==> config.mk <==
export PLATFORM = sky130hd
export DESIGN_NAME = pipeline_stall_ctrl
export DESIGN_NICKNAME = d
export VERILOG_FILES = /design/src/rtl/pipe_ctrl_pkg.sv /design/src/rtl/load_use_detect.sv /design/src/rtl/pipeline_stall_ctrl.sv
export SDC_FILE = /design/constraint.sdc
export NUM_CORES = 1
export LEC_CHECK = 0
export ABC_AREA = 1
export CORE_ASPECT_RATIO = 2
export CORE_MARGIN = 2
export CORE_UTILIZATION = 40
export DETAILED_ROUTE_END_ITERATION = 6
export GPL_ROUTABILITY_DRIVEN = 1
export PLACE_DENSITY = 0.77
export SLEW_MARGIN = 20
export SYNTH_ARGS = -nofsm -noshare
export SYNTH_HDL_FRONTEND = slang
export SYNTH_HIERARCHICAL = 1
export SYNTH_SLANG_ARGS = --single-unit
==> constraint.sdc <==
create_clock -name clk_i -period 2.3 [get_ports clk_i]
set_clock_uncertainty 0.1 [all_clocks]
set_input_delay 0.575 -clock clk_i [delete_from_list [all_inputs] [get_ports clk_i]]
set_output_delay 0.575 -clock clk_i [all_outputs]
set_load 0.02 [all_outputs]
==> src/rtl/pipe_ctrl_pkg.sv <==
// Shared definitions for the pipeline stall/flush sequencer.
package pipe_ctrl_pkg;

  // Sequencer state: free running, or waiting on a data-memory access.
  typedef enum logic {
    RUN      = 1'b0,
    MEM_WAIT = 1'b1
  } ctrl_state_t;

  // Register $0 is hard-wired to zero and never carries a dependency.
  localparam logic [4:0] REG_ZERO = 5'd0;

  // Default number of MEM_WAIT cycles without ack before the error flag sets.
  localparam int DEF_MEM_TIMEOUT = 64;

  // Default width of the stall-cycle counter.
  localparam int DEF_CNT_W = 32;

endpackage

==> src/rtl/load_use_detect.sv <==
// Load-use hazard detector: a load in EX whose destination feeds the
// instruction currently in ID needs a one-cycle bubble.
module load_use_detect
  import pipe_ctrl_pkg::*;
(
  input  logic       mem_read,
  input  logic [4:0] ex_rt,
  input  logic [4:0] id_rs,
  input  logic [4:0] id_rt,
  output logic       load_use
);

  logic dest_valid;
  logic src_match;

  // Hazard exists only for a real (non-$0) destination matching either source.
  always_comb begin
    dest_valid = (ex_rt != REG_ZERO);
    src_match  = (ex_rt == id_rs) || (ex_rt == id_rt);
    load_use   = mem_read && dest_valid && src_match;
  end

endmodule

==> src/rtl/pipeline_stall_ctrl.sv <==
// Central stall/flush sequencer for the 5-stage pipeline.
//
// Handshake: mem_req_o is high for every cycle a load/store sits in MEM.
// The access completes in the cycle mem_ack_i is high while mem_req_o is
// high; the pipeline advances in that same cycle. Any cycle with mem_req_o
// high and mem_ack_i low freezes the whole pipeline. An ack coincident with
// the first request cycle means a zero-wait access and no stall at all.
//
// Stall priority (highest first): memory wait, load-use bubble, branch flush.
// A taken branch that coincides with a memory wait is simply not flushed in
// that cycle; it stays in ID and is flushed on the first advancing cycle.
module pipeline_stall_ctrl
  import pipe_ctrl_pkg::*;
#(
  parameter int MEM_TIMEOUT = DEF_MEM_TIMEOUT,
  parameter int CNT_W       = DEF_CNT_W
) (
  input  logic             clk_i,
  input  logic             rst_i,
  input  logic             ID_EX_MemRead_i,
  input  logic [4:0]       ID_EX_Rt_i,
  input  logic [4:0]       IF_ID_Rs_i,
  input  logic [4:0]       IF_ID_Rt_i,
  input  logic             Branch_taken_i,
  input  logic             EX_MEM_MemRead_i,
  input  logic             EX_MEM_MemWrite_i,
  input  logic             mem_ack_i,
  output logic             PCWrite_o,
  output logic             IF_IDWrite_o,
  output logic             ID_EX_Bubble_o,
  output logic             IF_ID_Flush_o,
  output logic             Pipe_Stall_o,
  output logic             mem_req_o,
  output logic             mem_err_o,
  output logic [CNT_W-1:0] stall_cnt_o,
  output logic             dbg_state
);

  localparam int                TCNT_W      = $clog2(MEM_TIMEOUT + 1);
  localparam logic [TCNT_W-1:0] TCNT_MAX    = '1;
  localparam logic [TCNT_W-1:0] TIMEOUT_VAL = TCNT_W'(MEM_TIMEOUT);
  localparam logic [CNT_W-1:0]  CNT_MAX     = '1;

  ctrl_state_t       state;
  ctrl_state_t       state_next;
  logic [TCNT_W-1:0] tcnt;
  logic [TCNT_W-1:0] tcnt_next;
  logic              memop;
  logic              mem_stall;
  logic              load_use;
  logic              err_set;

  load_use_detect u_load_use_detect (
    .mem_read (ID_EX_MemRead_i),
    .ex_rt    (ID_EX_Rt_i),
    .id_rs    (IF_ID_Rs_i),
    .id_rt    (IF_ID_Rt_i),
    .load_use (load_use)
  );

  // A memory op stalls whenever it is outstanding and not acknowledged.
  always_comb begin
    memop     = EX_MEM_MemRead_i | EX_MEM_MemWrite_i;
    mem_stall = memop & ~mem_ack_i;
  end

  // State, timeout counter and sticky timeout flag.
  always_ff @(posedge clk_i or posedge rst_i) begin
    if (rst_i) begin
      state     <= RUN;
      tcnt      <= '0;
      mem_err_o <= 1'b0;
    end else begin
      state <= state_next;
      tcnt  <= tcnt_next;
      if (err_set) begin
        mem_err_o <= 1'b1;
      end
    end
  end

  // Next state and timeout count; the access is never aborted on timeout.
  always_comb begin
    state_next = state;
    tcnt_next  = tcnt;
    case (state)
      RUN: begin
        if (mem_stall) begin
          state_next = MEM_WAIT;
          tcnt_next  = TCNT_W'(1);
        end else begin
          tcnt_next = '0;
        end
      end
      MEM_WAIT: begin
        if (mem_ack_i || !memop) begin
          // Completed, or the request vanished without an ack.
          state_next = RUN;
          tcnt_next  = '0;
        end else if (tcnt != TCNT_MAX) begin
          tcnt_next = tcnt + TCNT_W'(1);
        end
      end
      default: begin
        state_next = RUN;
        tcnt_next  = '0;
      end
    endcase
    err_set = mem_stall && (tcnt_next >= TIMEOUT_VAL);
  end

  // Pipeline controls, prioritised; idle values while reset is held.
  always_comb begin
    PCWrite_o      = 1'b1;
    IF_IDWrite_o   = 1'b1;
    ID_EX_Bubble_o = 1'b0;
    IF_ID_Flush_o  = 1'b0;
    Pipe_Stall_o   = 1'b0;
    mem_req_o      = 1'b0;
    if (!rst_i) begin
      mem_req_o = memop;
      if (mem_stall) begin
        Pipe_Stall_o = 1'b1;
        PCWrite_o    = 1'b0;
        IF_IDWrite_o = 1'b0;
      end else if (load_use) begin
        PCWrite_o      = 1'b0;
        IF_IDWrite_o   = 1'b0;
        ID_EX_Bubble_o = 1'b1;
      end else if (Branch_taken_i) begin
        IF_ID_Flush_o = 1'b1;
      end
    end
  end

  // Saturating count of cycles lost to either stall source.
  always_ff @(posedge clk_i or posedge rst_i) begin
    if (rst_i) begin
      stall_cnt_o <= '0;
    end else if ((mem_stall || load_use) && (stall_cnt_o != CNT_MAX)) begin
      stall_cnt_o <= stall_cnt_o + CNT_W'(1);
    end
  end

  assign dbg_state = state;

endmodule

==> run summary, run 1 <==
The number of I/O pins is 62. Leaving out fill and tap cells, the most frequent cells in the layout are nand2_1 (222), nor2_1 (59), inv_1 (41), dfrtp_1 (41), clkdlybuf4s50_1 (36). The growth of design area from synthesis to finish came out at 31.40%.

The pre-CTS setup slack came out at -854.3 ps. The H-tree depth is 2. The final layout contains 552 nets. The net count of the mapped netlist came out at 481. The sink count of the clock tree came out at 41. The area fraction in compound gates after synthesis is 0.03689. The number of antenna violations at the first check in global routing came out at 1. The most common cell after layout, fill and taps aside is nand2_1. Setup repair after global routing could not meet its margin everywhere.

The initial core utilization came out at 0.4105. The beginning of the worst register-to-register path is stall_cnt_o[1]. The startpoint identified for the worst hold timing path is mem_err_o. Of the synthesized area, sequential elements account for 0.3601. Counting the buffers created by CTS gives 5. The number of setup violations in the final report came out at 0. The horizontal die dimension came out at 63.68 microns.

The total count of hold-check failures in the final report is 0. The leading area contributor after synthesis is dfrtp_1. The buffer levels on the longest clock path is 2. The via-per-instance ratio is 4.782.

The count of nets left with antenna violations once routing finished came out at 0. The worst setup path is of the input port to output port kind. The synthesized area divided by synthesized cell count came out at 6.234 sq um. The cell with the largest stage delay on the worst path is o21ai_2. The floorplan row count came out at 43. Based on the critical path, the design can be clocked at up to 448.0 MHz.

After layout, the minimum clock period comes to 2232 ps. The overflow left after global routing came out at 0. Routability-driven placement finished with a final weighted congestion of 0.9491. The cell count after synthesis came out at 457. Excluding fillers, the count of instances in the completed layout stands at 620. The critical-path maximum fanout came out at 3. The number of violations of the max-capacitance limit came out at 0. In this design, the stage delay of the slowest critical-path cell is 180 ps. Before antenna repair, the detailed router went through 4 iterations. The startpoint kind of the worst setup timing path is an input port. The total power per unit cell area came out at 513.8 nW/um^2. The total routing usage reported by global routing is 0.2060. The share of final-layout standard cells stronger than drive strength 1 came out at 0.1248. The worst slew margin relative to its limit came out at 0.6585.

The run finished with clean final reports. The Yosys step of the flow raised 6 warnings. The post-synthesis share of cell area spent on xor and xnor gates is 0.04919. The leakage dissipation came out at 0.001863 uW.

The max-slew violation count is 0. Clock tree synthesis selected as its root buffer the cell clkbuf_16. The synthesized flop and latch total is 41. The worst path setup slack after routing came out at 67.80 ps. The clock transition time at the flip-flop clock pins of the worst setup and hold paths came out at 60 ps. The routed length per instance is 11.86 microns. The via count came out at 2965. The wire length of the first global-routing pass is 12720 microns. The end-of-flow core utilization is 0.5394. The half-perimeter wire length after detailed placement is 5774 microns.

The worst-case vdd ir drop came out at 346.6 uV. The violation count after the first detailed-routing iteration is 134. The largest family of logic cells by synthesized area is simple AND/OR/NAND/NOR gates. In this run, placement finished with an instance count of 609. The signal on the critical path passes through buf_4, inv_2, nand4_1, o21ai_2, a21oi_2, inv_2, nand2_4, nor2_1, buf_4. Counting distinct cell types in the post-synthesis netlist gives 24. The floorplan die area came out at 7854 sq um.

The post-synthesis instance area came out at 2849 sq um. Sorting the synthesized cells by area gives the leading types as dfrtp_1 (36%), nand2_1 (30%), nor2_1 (7.8%). The simple-gate share of the synthesized area is 0.4572. The arithmetic-cell share of the synthesized area counting full adders, half adders and majority gates is 0.008783.

Tracing the worst setup path back leads to its startpoint at ID_EX_Rt_i[1]. The min-delay analysis places its worst path in the category flip-flop to flip-flop. The via count of the first global-routing pass was 2951. The final-layout setup total negative slack is 0 ps. Dividing the final minimum period by the clock period gives 0.9705. The die extent in y came out at 123.4 microns. The worst-margin pin slew is 512.3 ps. Entering global routing, the biggest net connects 42 pins.

The fraction of synthesized cell area taken by the top area cell type came out at 0.3601. STA puts the critical path data required time at 1620 ps. The number of buffer and inverter instances along the worst setup path is 4.

The aggregate routed wire length came out at 7356 microns. The kind of end point of the critical path is an output port. The total core area came out at 6940 sq um. Measured against the total synthesized area, the mux share comes to 0.

The clock insertion delay at the later pin of the skew report is 290 ps. The number of I/O port buffers is 61. In the routed design, unresolved DRC markers number 0. The data arrival time at the worst-slack endpoint is 1560 ps. TritonCTS built the clock tree. Grouping stages by cell kind, the critical path spends the most delay in buffers and inverters.
-- stage by stage --
stage / hold slack (ps) / instance area (sq um) / power [uW]
final: 379.2 / 3744 / 1923
after CTS: 391.1 / 3751 / 1943
after detailed placement: 364.3 / 3596 / 1254
after floorplan: 393.2 / 2860 / 1063
after global routing: 408.9 / 3744 / 2024
after global placement: 352.8 / 3596 / 1243
-- final cells by class --
cell class,count,area [sq um]
inverter,52,203.9
clock buffer,5,125.1
antenna,1,2.502
multi-input combinational,358,1614
tap,90,112.6
sequential,41,1026
clock inverter,3,17.52
fill,666,3197
timing repair buffer,70,641.9
-- Yosys cell counts --
library cell / instances
nor2_8: 1
a21oi_2: 2
o21ai_0: 12
xnor2_1: 7
nand4_1: 5
nand2_2: 1
buf_6: 2
nand3_1: 20
nor2_4: 1
or2_2: 1
a21oi_1: 3
nor2_1: 59
nand2_4: 3
xor2_1: 9
inv_1: 47
nor2_2: 2
ha_1: 2
a31oi_1: 2
buf_4: 4
nor3_1: 3
dfrtp_1: 41
inv_4: 1
inv_2: 4
nand2_1: 225
-- registers in the layout, indices dropped and copies added, names as in the netlist --
| name | flops |
|---|---|
| tcnt | 7 |
| dbg_state | 1 |
| mem_err_o | 1 |
| stall_cnt_o | 32 |
-- layer usage --
layer  track usage  vias up  wire (microns)  share of wire
li1              -     1531               -              -
met1        0.2001     1342            2649           0.36
met2        0.4000       67            4177           0.57
met3       0.02639       25             225          0.031
met4        0.1277        0             304          0.041
met5             0        -               0              0
-- where the power goes --
| part | internal (uW) | switching (uW) | total, uW |
|---|---|---|---|
| logic | 185 | 228 | 414 |
| clock network | 397 | 285 | 683 |
| registers | 762 | 65.3 | 827 |
| total | 1340 | 579 | 1920 |
-- timing repair --
item                       4_1_cts  5_1_grt
gates resized for setup         62       43
hold buffers                     0        0
setup endpoints to repair       24        6
hold endpoints to repair         0        0
buffers inserted                 2        0
gates cloned                     0        0
pin swaps                       13       17
-- logic make-up after synthesis --
group	Yosys count
AOI/OAI and AO/OA	19
buffers and inverters	58
DFF	41
adders and majority gates	2
xor gates and xnor gates	16
and+or+nand+nor	321
-- worst paths after layout --
| path | to | slack (ps) | cells past startpoint |
|---|---|---|---|
| max in group asynchronous | stall_cnt_o[25] | 1250 | 3 |
| min | mem_err_o | 380 | 1 |
| max | IF_ID_Flush_o | 70 | 9 |
| min in group asynchronous | tcnt[0] | 480 | 3 |
| min reg2reg | mem_err_o | 380 | 1 |
| max reg2reg | stall_cnt_o[5] | 400 | 9 |
Note: power is estimated with default switching activity, not from simulation.
==> run 2: changes to the inputs <==
- CORE_MARGIN: 2 -> 3
- clock period: 2.3 -> 1.87 ns (I/O delays scaled with it)
==> run 2 against run 1 <==
  * The run now ends with negative setup slack left
  * Register-to-register slack worse by 290 ps
  * Hold slack worse by 14 ps
  * Count of clock-buffer cells in the layout stayed put
  * Largest power group unchanged
==> run summary, run 2 (synthesized netlist as in run 1, its figures left out) <==
Outcome: finished with violations (was finished clean). The checks that failed: negative setup slack. The number of iterations in the first detailed-routing pass is 4 (unchanged).

The via count came out at 2984 (was 2965). The floorplan die area was 8232 sq um (was 7854 sq um). The share of the cycle needed by the critical path after routing came out at 1.059. The violation count after the first detailed-routing iteration is 212 (was 134). The total core area is 6779 sq um (was 6940 sq um). The class of the most critical hold timing path was flip-flop to flip-flop (unchanged).

The most common cell after layout, fill and taps aside was nand2_1 (unchanged). The number of antenna violations at the first check in global routing is 0 (was 1). The floorplan row count came to 42 (was 43). The end-of-flow core utilization is 0.5679 (was 0.5394). The overflow left after global routing came out at 0 (unchanged). The number of I/O port buffers is 61 (unchanged). The worst slew margin relative to its limit came out at 0.6571 (was 0.6585). The cell at the root of the clock tree was clkbuf_16 (unchanged). The register containing the most flip-flops in the final layout is stall_cnt_o (unchanged).

The total count of hold-check failures in the final report came out at 0 (unchanged). The area taken by flip-flops and latches came to 1026 sq um (unchanged). The worst path setup slack after routing is -109.6 ps (was 67.80 ps). The die extent in y was 125.4 microns (was 123.4 microns). The clock insertion delay at the later pin of the skew report came out at 290 ps (about the same). The routed length per instance is 12.51 microns (was 11.86 microns). The number of I/O pins came out at 62 (unchanged). The worst-margin pin slew is 514.4 ps (was 512.3 ps). The data arrival time at the worst-slack endpoint came out at 1410 ps (was 1560 ps). The classification of the worst setup path is input port to output port (unchanged).

The footprint of the multi-input gates is 1628 sq um (was 1614 sq um). The required time of the critical path came out at 1300 ps (was 1620 ps). The via-per-instance ratio came to 4.774 (was 4.782). The layout filler cell count is 644 (was 666). The number of remaining DRC errors was 0 (unchanged).

The horizontal die dimension was 65.68 microns (was 63.68 microns). The startpoint kind of the worst setup timing path is an input port (unchanged). The half-perimeter wire length after detailed placement is 5951 microns (was 5774 microns).

The sink count of the clock tree is 41 (unchanged). The via count of the first global-routing pass came out at 2777 (was 2951). The worst-case vdd ir drop is 390.8 uV (was 346.6 uV).

Commonest cells after routing, fill and taps aside: nand2_1 (220), nor2_1 (56), dfrtp_1 (41) (was nand2_1 (222), nor2_1 (59), inv_1 (41), dfrtp_1 (41), clkdlybuf4s50_1 (36)). The critical-path maximum fanout is 3 (unchanged). The total design power was 2546 uW (was 1923 uW). The kind of end point of the critical path is an output port (unchanged). The clock tree from TritonCTS is done (unchanged).

The switching part of the total is 0.2928 (was 0.3010). Biggest registers after layout: stall_cnt_o x32, tcnt x7 (unchanged). The clock transition time at the flip-flop clock pins of the worst setup and hold paths is 60 ps (about the same). The flip-flop count of the largest register after layout is 32 (unchanged).

For this run, the top clock speed supported by timing is 505.2 MHz. The pin count of the biggest net entering global routing came to 42 (unchanged). The antenna diode count is 0 (was 1). The number of setup violations in the final report is 4 (was 0). The share of total power in sequential cells is 0.398 (was 0.430). The initial core utilization was 0.4203 (was 0.4105). Unrepaired setup endpoints after global routing: true (unchanged). The final antenna-violating net count was 0 (unchanged). The total power per unit cell area is 661.4 nW/um^2 (was 513.8 nW/um^2). The combinational power share came out at 0.209 (was 0.215). The leakage dissipation came out at 0.002087 uW (was 0.001863 uW). The buffer levels on the longest clock path is 2 (unchanged). The total routing usage reported by global routing came out at 0.1925 (was 0.2060). The aggregate routed wire length came out at 7820 microns (was 7356 microns).

The H-tree depth is 2 (unchanged). The clock share of power is 0.393 (was 0.355). The growth of design area from synthesis to finish is 35.13% (was 31.40%). The final weighted congestion in routability-driven placement came to 0.8871 (was 0.9491). The max-slew violation count is 0 (unchanged). The wire length of the first global-routing pass was 12440 microns (was 12720 microns). After layout, the minimum clock period comes to 1980 ps. The cell internal power dissipation came out at 1801 uW (was 1345 uW). The number of buffers inserted during clock tree synthesis came out at 5 (unchanged). The share of final-layout standard cells stronger than drive strength 1 came out at 0.1490 (was 0.1248). The number of buffers added to fix hold violations after cts is 0 (unchanged). The number of violations of the max-capacitance limit came out at 0 (unchanged). The net load switching power is 745.7 uW (was 578.9 uW).

The net count reported at finish came to 560 (was 552).
## run 2: changes by cell type in the layout (fill, tap and decap cells not counted), moves of 3 or more
cell             change
dlygate4sd2_1       +35
clkdlybuf4s50_1     -34
buf_6                +9
nor2_2               +3
nor2_1               -3
buf_2                +6
clkbuf_2             -9
## run 2: final timing paths
path                       slack, ps              end      startpoint  cells past startpoint
setup / recovery                -110     IF_IDWrite_o   ID_EX_Rt_i[3]                     10
max in group asynchronous        820  stall_cnt_o[30]           rst_i                      3
hold / removal                   360        mem_err_o       mem_err_o                      1
setup reg to reg                 110   stall_cnt_o[5]  stall_cnt_o[9]                      9
hold reg to reg                  360        mem_err_o       mem_err_o                      1
min in group asynchronous        490        dbg_state           rst_i                      3
## run 2: what timing repair did
action,4_1_cts,5_1_grt
endpoints found under the setup margin,68,37
resized for setup,135,21
cloned,0,1
buffers inserted,1,0
pin swaps,21,3
## run 2: power by group through the flow
stage	Clock, uW	Sequential (uW)	Combinational [uW]
global route	1060	1020	592
CTS	1010	1010	497
global placement	0	1020	526
floorplan	0	1080	235
detailed placement	0	1020	539
finish	1000	1010	533
## run 2: metrics by stage
step	area (sq um)	setup slack, ps	hold WS (ps)	instances	TNS [ps]
after detailed placement	3661	-1070	355.7	615	-26600
after global routing	3850	-151.8	398.7	625	-573.0
final	3850	-109.6	364.8	625	-405.7
after CTS	3739	-106.7	369.7	624	-388.3
after floorplan	2872	-194.8	372.3	457	-1004
after global placement	3661	-1007	353.7	615	-23380
## run 2: worst max-delay path, stage by stage
cell and delay (ps):
buf_6 100, nand2_1 70, nand2_1 80, nor2_2 110
nand3_1 90, a21oi_2 150, inv_2 70, nand2_4 90
nand2_4 60, buf_6 120
## run 2: layer usage
| layer | vias to the layer above | GRT usage | part of all wire |
|---|---|---|---|
| met4 | 0 | 0.07946 | 0.027 |
| met5 | - | 0 | 0 |
| met1 | 1355 | 0.2013 | 0.36 |
| li1 | 1546 | - | - |
| met3 | 18 | 0.02873 | 0.036 |
| met2 | 65 | 0.3633 | 0.58 |
## run 2: final cells by class
cell class                      count  share of cell area
Timing Repair Buffer               78              0.1846
Clock buffer                        5             0.03250
Tap cell                           88             0.02860
Inverter                           52             0.05297
Multi-Input combinational cell    358              0.4228
Clock inverter                      3             0.01202
Sequential cell                    41              0.2665
==> run 3: changes to the inputs <==
- CTS_CLUSTER_SIZE: not set -> 14
==> results of run 3 <==
Final layout, timing and power as in run 2 (identical DEF).
